File: config.mk
export PLATFORM = sky130hd
export DESIGN_NAME = pipelined_prefix_adder_flat
export DESIGN_NICKNAME = d
export VERILOG_FILES = /design/src/rtl/pipelined_prefix_adder_pkg.sv /design/src/rtl/pipelined_prefix_adder_if.sv /design/src/rtl/pipelined_prefix_adder_level.sv /design/src/rtl/pipelined_prefix_adder.sv /design/src/flat_wrapper.sv
export SDC_FILE = /design/constraint.sdc
export NUM_CORES = 1
export LEC_CHECK = 0
export BUFFER_PORTS_ARGS = -buffer_cell sky130_fd_sc_hd__buf_2
export CAP_MARGIN = 20
export CORE_UTILIZATION = 50
export DETAILED_ROUTE_END_ITERATION = 6
export GPL_TIMING_DRIVEN = 0
export PLACE_DENSITY_LB_ADDON = 0.3
export SLEW_MARGIN = 20
export SYNTH_ARGS = -nofsm -noshare
export SYNTH_HDL_FRONTEND = slang
export SYNTH_HIERARCHICAL = 1
export SYNTH_SLANG_ARGS = --single-unit
File: constraint.sdc
create_clock -name clk -period 7.9 [get_ports clk]
set_input_delay 1.58 -clock clk [delete_from_list [all_inputs] [get_ports clk]]
set_output_delay 1.58 -clock clk [all_outputs]
set_load 0.01 [all_outputs]
File: src/rtl/pipelined_prefix_adder_pkg.sv
// adder_pkg: sizing helpers shared by the pipelined prefix adder.
// Level numbering: boundary position l sits after l prefix levels (l=0 is right after bitwise PG).
package adder_pkg;
    localparam int MAX_WIDTH = 64;

    function automatic int clog_valency(input int width, input int valency);
        int l;
        int span;
        l = 0;
        span = 1;
        while (span < width) begin
            span = span * valency;
            l++;
        end
        return l;
    endfunction

    function automatic int stage_level(input int j, input int stages, input int levels);
        return j * levels / stages;
    endfunction

    // Pipeline stage whose register sits at boundary position l, or 0 when l is unregistered.
    function automatic int stage_at(input int l, input int stages, input int levels);
        int r;
        r = 0;
        for (int j = 1; j < stages; j++)
            if (stage_level(j, stages, levels) == l) r = j;
        return r;
    endfunction
endpackage

File: src/rtl/pipelined_prefix_adder_if.sv
// pipelined_prefix_adder_if: operand and result valid/ready channels of the adder.
interface pipelined_prefix_adder_if #(parameter int WIDTH = 16);
    logic             in_valid;
    logic             in_ready;
    logic [WIDTH:1]   A;
    logic [WIDTH:1]   B;
    logic             Cin;
    logic             sub;
    logic             out_valid;
    logic             out_ready;
    logic [WIDTH:1]   S;
    logic             Cout;
    logic             Ovf;

    modport master (
        output in_valid, A, B, Cin, sub, out_ready,
        input  in_ready, out_valid, S, Cout, Ovf
    );
    modport slave (
        input  in_valid, A, B, Cin, sub, out_ready,
        output in_ready, out_valid, S, Cout, Ovf
    );
endinterface

File: src/rtl/pipelined_prefix_adder_level.sv
// prefix_level: one combinational Kogge-Stone level of radix-VALENCY black/grey cells.
module prefix_level #(
    parameter int WIDTH   = 16,
    parameter int VALENCY = 2,
    parameter int LEVEL   = 0
) (
    input  logic [WIDTH:0] i_g,
    input  logic [WIDTH:0] i_p,
    output logic [WIDTH:0] o_g,
    output logic [WIDTH:0] o_p
);
    localparam int D = VALENCY ** LEVEL;

    // Node i merges the groups ending at i, i-D, i-2D, ... from high to low.
    always_comb begin
        o_g = i_g;
        o_p = i_p;
        for (int i = 0; i <= WIDTH; i++)
            for (int k = 1; k < VALENCY; k++)
                if (i >= k * D) begin
                    o_g[i] = o_g[i] | (o_p[i] & i_g[(i >= k * D) ? i - k * D : 0]);
                    o_p[i] = o_p[i] & i_p[(i >= k * D) ? i - k * D : 0];
                end
    end
endmodule

File: src/rtl/pipelined_prefix_adder.sv
// pipelined_prefix_adder: radix-VALENCY Kogge-Stone add/subtract with PIPE_STAGES elastic stages.
// Bit 0 of the G/P words carries the effective carry-in (P0=0), folded in after the tree.
module pipelined_prefix_adder
    import adder_pkg::*;
#(
    parameter int WIDTH       = 16,
    parameter int VALENCY     = 2,
    parameter int PIPE_STAGES = 2
) (
    input logic clk,
    input logic rst,
    pipelined_prefix_adder_if.slave bus
);
    localparam int LEVELS = clog_valency(WIDTH, VALENCY);

    logic [PIPE_STAGES:1] r_v;
    logic [PIPE_STAGES:1] w_acc;
    logic [PIPE_STAGES:1] w_vin;
    logic [WIDTH:1]       w_bx;
    logic [WIDTH:0]       w_sg  [0:LEVELS];
    logic [WIDTH:0]       w_sp  [0:LEVELS];
    logic [WIDTH:1]       w_spb [0:LEVELS];
    logic [WIDTH:0]       w_dg  [0:LEVELS];
    logic [WIDTH:0]       w_dp  [0:LEVELS];
    logic [WIDTH:1]       w_dpb [0:LEVELS];
    logic [WIDTH:0]       w_c;
    logic [WIDTH:1]       r_s;
    logic                 r_cout;
    logic                 r_ovf;

    // A stage accepts when it or any later stage has a hole, or the consumer drains.
    for (genvar k = 1; k <= PIPE_STAGES; k++) begin : g_hs
        assign w_acc[k] = bus.out_ready | ~(&r_v[PIPE_STAGES:k]);
        if (k == 1) begin : g_first
            assign w_vin[k] = bus.in_valid;
        end else begin : g_next
            assign w_vin[k] = r_v[k-1];
        end
    end

    assign bus.in_ready = w_acc[1] & ~rst;

    always_ff @(posedge clk)
        if (rst) r_v <= '0;
        else r_v <= (w_acc & w_vin) | (~w_acc & r_v);

    assign w_bx     = bus.sub ? ~bus.B : bus.B;
    assign w_sg[0]  = {bus.A & w_bx, bus.sub | bus.Cin};
    assign w_sp[0]  = {bus.A ^ w_bx, 1'b0};
    assign w_spb[0] = bus.A ^ w_bx;

    for (genvar l = 0; l <= LEVELS; l++) begin : g_lvl
        localparam int K = stage_at(l, PIPE_STAGES, LEVELS);
        if (K > 0) begin : g_reg
            logic [WIDTH:0] r_g;
            logic [WIDTH:0] r_p;
            logic [WIDTH:1] r_pb;
            always_ff @(posedge clk)
                if (w_acc[K] & w_vin[K]) begin
                    r_g  <= w_sg[l];
                    r_p  <= w_sp[l];
                    r_pb <= w_spb[l];
                end
            assign w_dg[l]  = r_g;
            assign w_dp[l]  = r_p;
            assign w_dpb[l] = r_pb;
        end else begin : g_wire
            assign w_dg[l]  = w_sg[l];
            assign w_dp[l]  = w_sp[l];
            assign w_dpb[l] = w_spb[l];
        end
        if (l < LEVELS) begin : g_pfx
            prefix_level #(.WIDTH(WIDTH), .VALENCY(VALENCY), .LEVEL(l)) u_level (
                .i_g (w_dg[l]),
                .i_p (w_dp[l]),
                .o_g (w_sg[l+1]),
                .o_p (w_sp[l+1])
            );
            assign w_spb[l+1] = w_dpb[l];
        end
    end

    // Top tree node spans bits WIDTH..1 at most, so fold the carry-in explicitly.
    assign w_c = w_dg[LEVELS] | (w_dp[LEVELS] & {(WIDTH+1){w_dg[LEVELS][0]}});

    always_ff @(posedge clk)
        if (rst) begin
            r_s    <= '0;
            r_cout <= 1'b0;
            r_ovf  <= 1'b0;
        end else if (w_acc[PIPE_STAGES] & w_vin[PIPE_STAGES]) begin
            r_s    <= w_dpb[LEVELS] ^ w_c[WIDTH-1:0];
            r_cout <= w_c[WIDTH];
            r_ovf  <= w_c[WIDTH] ^ w_c[WIDTH-1];
        end

    assign bus.out_valid = r_v[PIPE_STAGES];
    assign bus.S         = r_s;
    assign bus.Cout      = r_cout;
    assign bus.Ovf       = r_ovf;
endmodule

File: src/flat_wrapper.sv
// flat-port wrapper written by rule: the top's interface ports become plain ports
module pipelined_prefix_adder_flat import adder_pkg::*;
#(
    parameter int WIDTH       = 16,
    parameter int VALENCY     = 2,
    parameter int PIPE_STAGES = 2
)
  (clk, rst, bus_in_valid, bus_A, bus_B, bus_Cin, bus_sub, bus_out_ready, bus_in_ready, bus_out_valid, bus_S, bus_Cout, bus_Ovf);
  pipelined_prefix_adder_if #(.WIDTH(WIDTH)) bus_i ();
  input logic clk;
  input logic rst;
  input wire logic [$bits(bus_i.in_valid)-1:0] bus_in_valid;
  input wire logic [$bits(bus_i.A)-1:0] bus_A;
  input wire logic [$bits(bus_i.B)-1:0] bus_B;
  input wire logic [$bits(bus_i.Cin)-1:0] bus_Cin;
  input wire logic [$bits(bus_i.sub)-1:0] bus_sub;
  input wire logic [$bits(bus_i.out_ready)-1:0] bus_out_ready;
  output wire logic [$bits(bus_i.in_ready)-1:0] bus_in_ready;
  output wire logic [$bits(bus_i.out_valid)-1:0] bus_out_valid;
  output wire logic [$bits(bus_i.S)-1:0] bus_S;
  output wire logic [$bits(bus_i.Cout)-1:0] bus_Cout;
  output wire logic [$bits(bus_i.Ovf)-1:0] bus_Ovf;
  assign bus_i.in_valid = bus_in_valid;
  assign bus_i.A = bus_A;
  assign bus_i.B = bus_B;
  assign bus_i.Cin = bus_Cin;
  assign bus_i.sub = bus_sub;
  assign bus_i.out_ready = bus_out_ready;
  assign bus_in_ready = bus_i.in_ready;
  assign bus_out_valid = bus_i.out_valid;
  assign bus_S = bus_i.S;
  assign bus_Cout = bus_i.Cout;
  assign bus_Ovf = bus_i.Ovf;
  pipelined_prefix_adder #(.WIDTH(WIDTH), .VALENCY(VALENCY), .PIPE_STAGES(PIPE_STAGES)) u_core (.clk(clk), .rst(rst), .bus(bus_i));
endmodule
## Word level (Yosys, flattened, before mapping)

Index checks and enable logic that the tools add are counted.

| storage, ports and cells | value |
|---|---|
| input port bits | 38 |
| memories | 0 |
| bits in registers | 66 |
| ROM bits | 0 |
| word-level logic and storage cells | 173 |
| RAM bits | 0 |
| bits in latches | 0 |
| output and inout port bits | 20 |

| operators by class | value |
|---|---|
| add/sub/neg operators | 0 |
| bitwise gates (word level) | 164 |
| divide/modulo/power cells | 0 |
| equal/unequal tests | 0 |
| shifts and indexed selects | 0 |
| $lt $le $gt $ge | 0 |
| reductions and logical operators | 1 |
| $mul | 0 |
| multiplexer cells | 1 |

Operators by type and width:

| kind | number |
|---|---|
| $and 1x1->1 | 94 |
| $or 1x1->1 | 56 |
| $xor 16x16->16 | 2 |
| $and 17x17->17 | 1 |
| $or 17x17->17 | 1 |
| $and 16x16->16 | 1 |
| $mux 16 | 1 |
| $not 16->16 | 1 |
| $and 2x2->2 | 2 |
| $not 1->1 | 3 |
| $not 2->2 | 1 |
| $or 2x2->2 | 1 |
| $reduce_and 2->1 | 1 |
| $xor 1x1->1 | 1 |

## Longest topological paths before layout

Gate-level depths: netlist of the first run.

| depth | value |
|---|---|
| word-level depth | 7 |
| depth in mapped cells | 7 |
| mapped depth without buffers | 5 |

## Modules after synthesis

Netlist of the first run, hierarchy kept.

By module, submodules not included:

| module | instances | cells each | area an instance (sq um) |
|---|---|---|---|
| pipelined_prefix_adder | 1 | 177 | 2954.1 |
| prefix_level at u_core.g_lvl[2].g_pfx.u_level ... | 2 | 34 | 246.5 |
| prefix_level at u_core.g_lvl[1].g_pfx.u_level | 1 | 34 | 239.0 |
| prefix_level at u_core.g_lvl[0].g_pfx.u_level | 1 | 34 | 237.7 |

## Worst setup path before layout of the first run

OpenSTA, ideal clock, no wires.

| timing path | value |
|---|---|
| kind | in2reg |
| from | in bus_out_ready |
| to | reg u_core.g_lvl[2].g_reg.r_g[0] (enable) |
| slack | 1.922 ns |
| data arrival time | 5.443 ns |
| data required time | 7.365 ns |
| stages on the path | 2 |
| cells stage by stage | and2b_4 a21boi_0 |

| on the way | value |
|---|---|
| cells in the longest elaborated chain, start to end | 2 |

RTL lines:

| what | RTL line | RTL |
|---|---|---|
| from (decl) | flat_wrapper.sv:17 | `input wire logic [$bits(bus_i.out_ready)-1:0] bus_out_ready;` |
| $or 1x1->1 | pipelined_prefix_adder.sv:33 | `assign w_acc[k] = bus.out_ready \| ~(&r_v[PIPE_STAGES:k]);` |
| $and 1x1->1 | pipelined_prefix_adder.sv:59 | `if (w_acc[K] & w_vin[K]) begin` |
| to (signal assigned) | pipelined_prefix_adder.sv:60 | `r_g <= w_sg[l];` |
| to (decl) | pipelined_prefix_adder.sv:55 | `logic [WIDTH:0] r_g;` |

Every way passes these cells.
A chain may end at the register's enable or synchronous reset.

## Final worst setup path of the first run

| timing path | value |
|---|---|
| from | in bus_out_ready |
| to | out bus_in_ready |

| on the way | value |
|---|---|
| cells in the longest elaborated chain, start to end | 2 |

RTL lines:

| what | RTL line | RTL |
|---|---|---|
| $or 1x1->1 | pipelined_prefix_adder.sv:33 |  |
| $and 1x1->1 | pipelined_prefix_adder.sv:41 | `assign bus.in_ready = w_acc[1] & ~rst;` |
| to (decl) | flat_wrapper.sv:18 | `output wire logic [$bits(bus_i.in_ready)-1:0] bus_in_ready;` |

Every way passes these cells.

==> results of run 1 <==
[critical path: cells and delay by family]
| family | cells | cell delay [ns] |
|---|---|---|
| compound gates | 1 | 0.08 |
| buf+inv | 2 | 0.25 |
| simple gates | 1 | 0.29 |
[final cells by class]
class                      instances  area [um^2]
sequential                        70         1902
timing repair buffer              57        330.3
clock inverter                     7        75.07
buffer                            38        305.3
inverter                           1        3.754
multi-input combinational        204         1720
tap                               99        123.9
clock buffer                       9        123.9
fill                             618         2824
[registers in the layout, summed over array words and instances, names as in the netlist, named ones only]
name and count:
u_core/g_lvl.g_reg.r_pb 16, u_core/g_lvl.g_reg.r_p 17, u_core/bus.Ovf 1, u_core/bus.S 16, u_core/g_lvl.g_reg.r_g 17, u_core/bus.Cout 1
[metal layers]
layer	vias up	wire, um	track usage
met5	-	0	0
met4	0	193	0.09812
met3	15	299	0.04461
met2	71	3307	0.2986
met1	1067	3468	0.2489
li1	1227	-	-
[worst min path at each step]
stage / depth (start not counted) / end
after floorplan: 2 / flip-flop
after global placement: 1 / u_core/bus.S[3]$_SDFFE_PP0P_
after detailed placement: 1 / u_core/bus.S[9]$_SDFFE_PP0P_
after CTS: 1 / u_core/bus.S[5]$_SDFFE_PP0P_
after global routing: 1 / u_core/bus.S[12]$_SDFFE_PP0P_
final: 1 / u_core/bus.S[5]$_SDFFE_PP0P_
[metrics by stage]
stage	hold WS (ns)	total power [mW]	std cells	instance area (um^2)
after global placement	0.4579	0.6716	467	4319
after global routing	0.4973	0.9983	485	4584
final	0.4808	0.9499	485	4584
after detailed placement	0.4660	0.6777	469	4385
after CTS	0.4851	0.9597	485	4584
after floorplan	0.4975	0.6158	313	3920
[power by group]
| part | total (mW) | switching [mW] | leakage [nW] | internal [mW] |
|---|---|---|---|---|
| clock network | 0.281 | 0.135 | 0.0914 | 0.146 |
| registers | 0.456 | 0.0186 | 0.663 | 0.437 |
| logic | 0.213 | 0.101 | 1.39 | 0.112 |
| total | 0.950 | 0.255 | 2.15 | 0.695 |
[placed cells by master, fill, tap and decap left out, types with 12 or more instances in the layout]
cell / instances
and2_1: 41
a21o_1: 53
xnor2_1: 17
buf_2: 58
and2_2: 12
edfxtp_1: 50
buf_4: 30
ha_1: 16
xor2_1: 16
dfxtp_1: 20
==> flow_summary.json, run 1 <==
{
  "die_y_um": 90.50,
  "drc": 0,
  "clockBufferDepth": 2,
  "post_cts_buffers": 0,
  "critPathMaxFanout": 4,
  "critPathArrivalTime_ns": 2.20,
  "vias_per_cell": 4.907,
  "hold_buffers": 0,
  "drive_gt1_frac": 0.3886,
  "crit_required_ns": 6.32,
  "r2r_slack_ns": 6.30,
  "outcome": "complete, no violations",
  "core-area_um2": 7408,
  "n_antenna_cell": 0,
  "hold_path_startpoint": "u_core/bus.S[5]$_SDFFE_PP0P_",
  "reg2regPathDepth": 4,
  "fin_crit_sh": 0.4783,
  "syn_avg_cell_area_um2": 12.55,
  "synth_warnings": 6,
  "firstDrtPassIters": 4,
  "synthCells": 312,
  "grt-ovfl-total": 0,
  "first_iter_violations": 82,
  "cts.sinks": 70,
  "routed_wl_um": 7268,
  "clk_pin_slew_worst_paths_ns": 0.07,
  "ir_drop_uv": 82.83,
  "port_buffers": 55,
  "fp-row-count": 31,
  "min_period_ns": 3.778,
  "grt_max_degree": 26,
  "track_usage": 0.1918,
  "crit_top_cell": "buf_2",
  "cp_cell_sequence": "buf_2, and2b_4, a21oi_1, buf_2",
  "critPathMaxStageDelay_ns": 0.29,
  "pre_cts_slack_ns": 4.127,
  "setup_viol": 0,
  "fin_tns_setup_ns": 0,
  "critPathLaunch": "bus_out_ready",
  "cts-root-buf": "clkbuf_8",
  "cts_resized": 0,
  "area_growth_pct": 17.06,
  "cap_viol_max_count": 0,
  "critPathKind": "input port to primary output",
  "initial_core_util": 0.5286,
  "postLayoutCoreUtil": 0.6188,
  "hpwl_um": 5935,
  "gp_congestion": 0.8894,
  "netlist_area_um2": 3916,
  "ant_nets": 0,
  "cts_max_level": 3,
  "leakagePower_nw": 2.149,
  "die-width_um": 90.50,
  "rsz0062_at_grt": "false",
  "numCtsBuffers": 9,
  "fmax_ghz": 0.2647,
  "critPathLaunchType": "input port",
  "end_kind": "primary output",
  "clkLatencyLatePin_ns": 0.34,
  "crit_path_end": "bus_in_ready",
  "grt_pass1_wl_um": 11830,
  "grt_pass1_vias": 2382,
  "antenna_found_initial": 0,
  "hp-class": "flip-flop to flip-flop",
  "crit_slowest_cell": "and2b_4",
  "vias": 2380,
  "finalWorstSetupSlack_ns": 4.122,
  "final_hold_viol_count": 0,
  "power.density_nw_per_um2": 207.2,
  "io_pins": 58,
  "drv_slew": 0,
  "wire_per_inst_um": 14.99,
  "fp.dieArea_um2": 8190,
  "finClkSkew_ns": 0.004382,
  "cts_tree": "done",
  "final_nets": 435,
  "r2r-end": "u_core/g_lvl[2].g_reg.r_pb[6]$_DFFE_PP_"
}
Power figures use the tool's default switching activity.
==> run 2, diff against run 1 <==
==> constraint.sdc (replaced) <==
create_clock -name clk -period 3.08 [get_ports clk]
set_input_delay 0.616 -clock clk [delete_from_list [all_inputs] [get_ports clk]]
set_output_delay 0.616 -clock clk [all_outputs]
set_load 0.01 [all_outputs]
==> flow_summary.json, run 2 (synthesis results as in run 1) <==
{
  "crit_required_ns": 3.17,
  "io_pins": 58,
  "hold_ws_ns": 0.4748,
  "rsz0062_at_grt": "false",
  "drv_slew": 0,
  "grt_pass1_wl_um": 12470,
  "final_hold_viol_count": 0,
  "routed_wl_um": 7386,
  "max-slew-margin-rel": 0.6062,
  "port_buffers": 55,
  "initial_core_util": 0.5286,
  "cap_viol_max_count": 0,
  "p_seq_frac": 0.505,
  "cts-root-buf": "clkbuf_8",
  "cts_resized": 0,
  "ir_drop_uv": 252.4,
  "vias_per_cell": 5.045,
  "hpwl_um": 5975,
  "clockBufferDepth": 2,
  "core-area_um2": 7408,
  "grt-ovfl-total": 0,
  "drive_gt1_frac": 0.3818,
  "grt_pass1_vias": 2525,
  "fp-row-count": 31,
  "nFillCells": 615,
  "end_kind": "flip-flop",
  "critPathMaxStageDelay_ns": 0.31,
  "ant_nets": 0,
  "hold_buffers": 0,
  "clk_pin_slew_worst_paths_ns": 0.07,
  "switching_share": 0.2726,
  "die-width_um": 90.50,
  "drc": 0,
  "area_growth_pct": 15.91,
  "hp-class": "flip-flop to flip-flop",
  "crit_top_cell": "a21o_1",
  "cts.sinks": 70,
  "fin_crit_sh": 0.6107,
  "min_period_ns": 1.881,
  "outcome": "complete, no violations",
  "gp_congestion": 0.8515,
  "tightest_slew_ns": 0.5892,
  "p_clk_frac": 0.259,
  "critPathMaxFanout": 10,
  "die_y_um": 90.50,
  "p_comb_frac": 0.236,
  "cts_max_level": 3,
  "setup_viol": 0,
  "first_iter_violations": 68,
  "antenna_found_initial": 0,
  "finalWorstSetupSlack_ns": 1.199,
  "cp_cell_sequence": "buf_2, buf_4, xor2_1, ha_1, a21o_1, a21o_1",
  "fp.dieArea_um2": 8190,
  "track_usage": 0.2019,
  "critPathKind": "input port to flip-flop",
  "grt_max_degree": 25,
  "critPathArrivalTime_ns": 1.98,
  "power.density_nw_per_um2": 510.7,
  "leakagePower_nw": 2.137,
  "n_antenna_cell": 0,
  "final_cell_mix": "buf_2, a21o_1, edfxtp_1",
  "cp_num_buf_inv": 2,
  "cts_tree": "done",
  "finClkSkew_ns": 0.003569,
  "final_nets": 435,
  "critPathLaunchType": "input port",
  "intPower_mw": 1.686,
  "pre_cts_slack_ns": 0.8303,
  "fmax_ghz": 0.5317,
  "post_cts_buffers": 0,
  "final_common_cell": "buf_2",
  "numCtsBuffers": 9,
  "crit_slowest_cell": "ha_1",
  "switchingPower_mw": 0.6319,
  "power.total_mw": 2.318,
  "largestRegisters": "u_core/g_lvl.g_reg.r_g: 17 flops, u_core/g_lvl.g_reg.r_p: 17 flops",
  "wire_per_inst_um": 15.26,
  "vias": 2442,
  "critPathTopFamily": "buffers and inverters",
  "firstDrtPassIters": 4,
  "clkLatencyLatePin_ns": 0.34
}
## run 2: cell types whose count changed in the layout (fill, tap and decap cells not counted)
cell / before / now
bufinv_16: 1 / 0
clkinv_4: 2 / 0
clkinv_2: 1 / 3
clkinv_1: 0 / 2
clkinvlp_4: 3 / 1
## run 2: power groups by stage
stage / Combinational (mW) / Clock, mW / Sequential, mW
after floorplan: 0.390 / 0 / 1.19
after global placement: 0.527 / 0 / 1.19
after detailed placement: 0.547 / 0 / 1.19
after global routing: 0.602 / 0.661 / 1.18
final: 0.546 / 0.600 / 1.17
after CTS: 0.550 / 0.616 / 1.17
## run 2: path summary, 6_finish.rpt
path	cells after the start	slack, ns	from	endpoint
min reg2reg	1	0.47	u_core/bus.S[3]$_SDFFE_PP0P_	u_core/bus.S[3]$_SDFFE_PP0P_
max reg2reg	4	1.32	flip-flop	u_core/g_lvl[2].g_reg.r_pb[6]$_DFFE_PP_
max	6	1.20	bus_sub	u_core/g_lvl[2].g_reg.r_g[6]$_DFFE_PP_
min	1	0.47	u_core/bus.S[3]$_SDFFE_PP0P_	u_core/bus.S[3]$_SDFFE_PP0P_
## run 2: cell type report
type,count,area (um^2),area share
clock inverters,6,30.03,0.006615
plain buffers,38,305.3,0.06725
repair buffers,57,330.3,0.07277
clock buffers,9,123.9,0.02729
flip-flops and latches,70,1902,0.4190
multi-input cells,204,1720,0.3790
well taps,99,123.9,0.02729
inverters,1,3.754,0.0008269
## run 2: through the flow
stage / cells / TNS (ns) / utilization / cell area [um^2]
floorplan: 313 / 0 / - / 3924
global placement: 467 / -8.000 / 0.5835 / 4323
detailed placement: 469 / 0 / 0.5920 / 4385
CTS: 484 / 0 / 0.6127 / 4539
global route: 484 / 0 / 0.6127 / 4539
finish: 484 / 0 / 0.6127 / 4539
## run 2: metal layers
layer / routed length [um] / global-route usage / vias to the layer above
li1: - / - / 1228
met2: 3504 / 0.3232 / 70
met5: 0 / 0 / -
met4: 196 / 0.1075 / 0
met1: 3426 / 0.2635 / 1131
met3: 258 / 0.03030 / 13
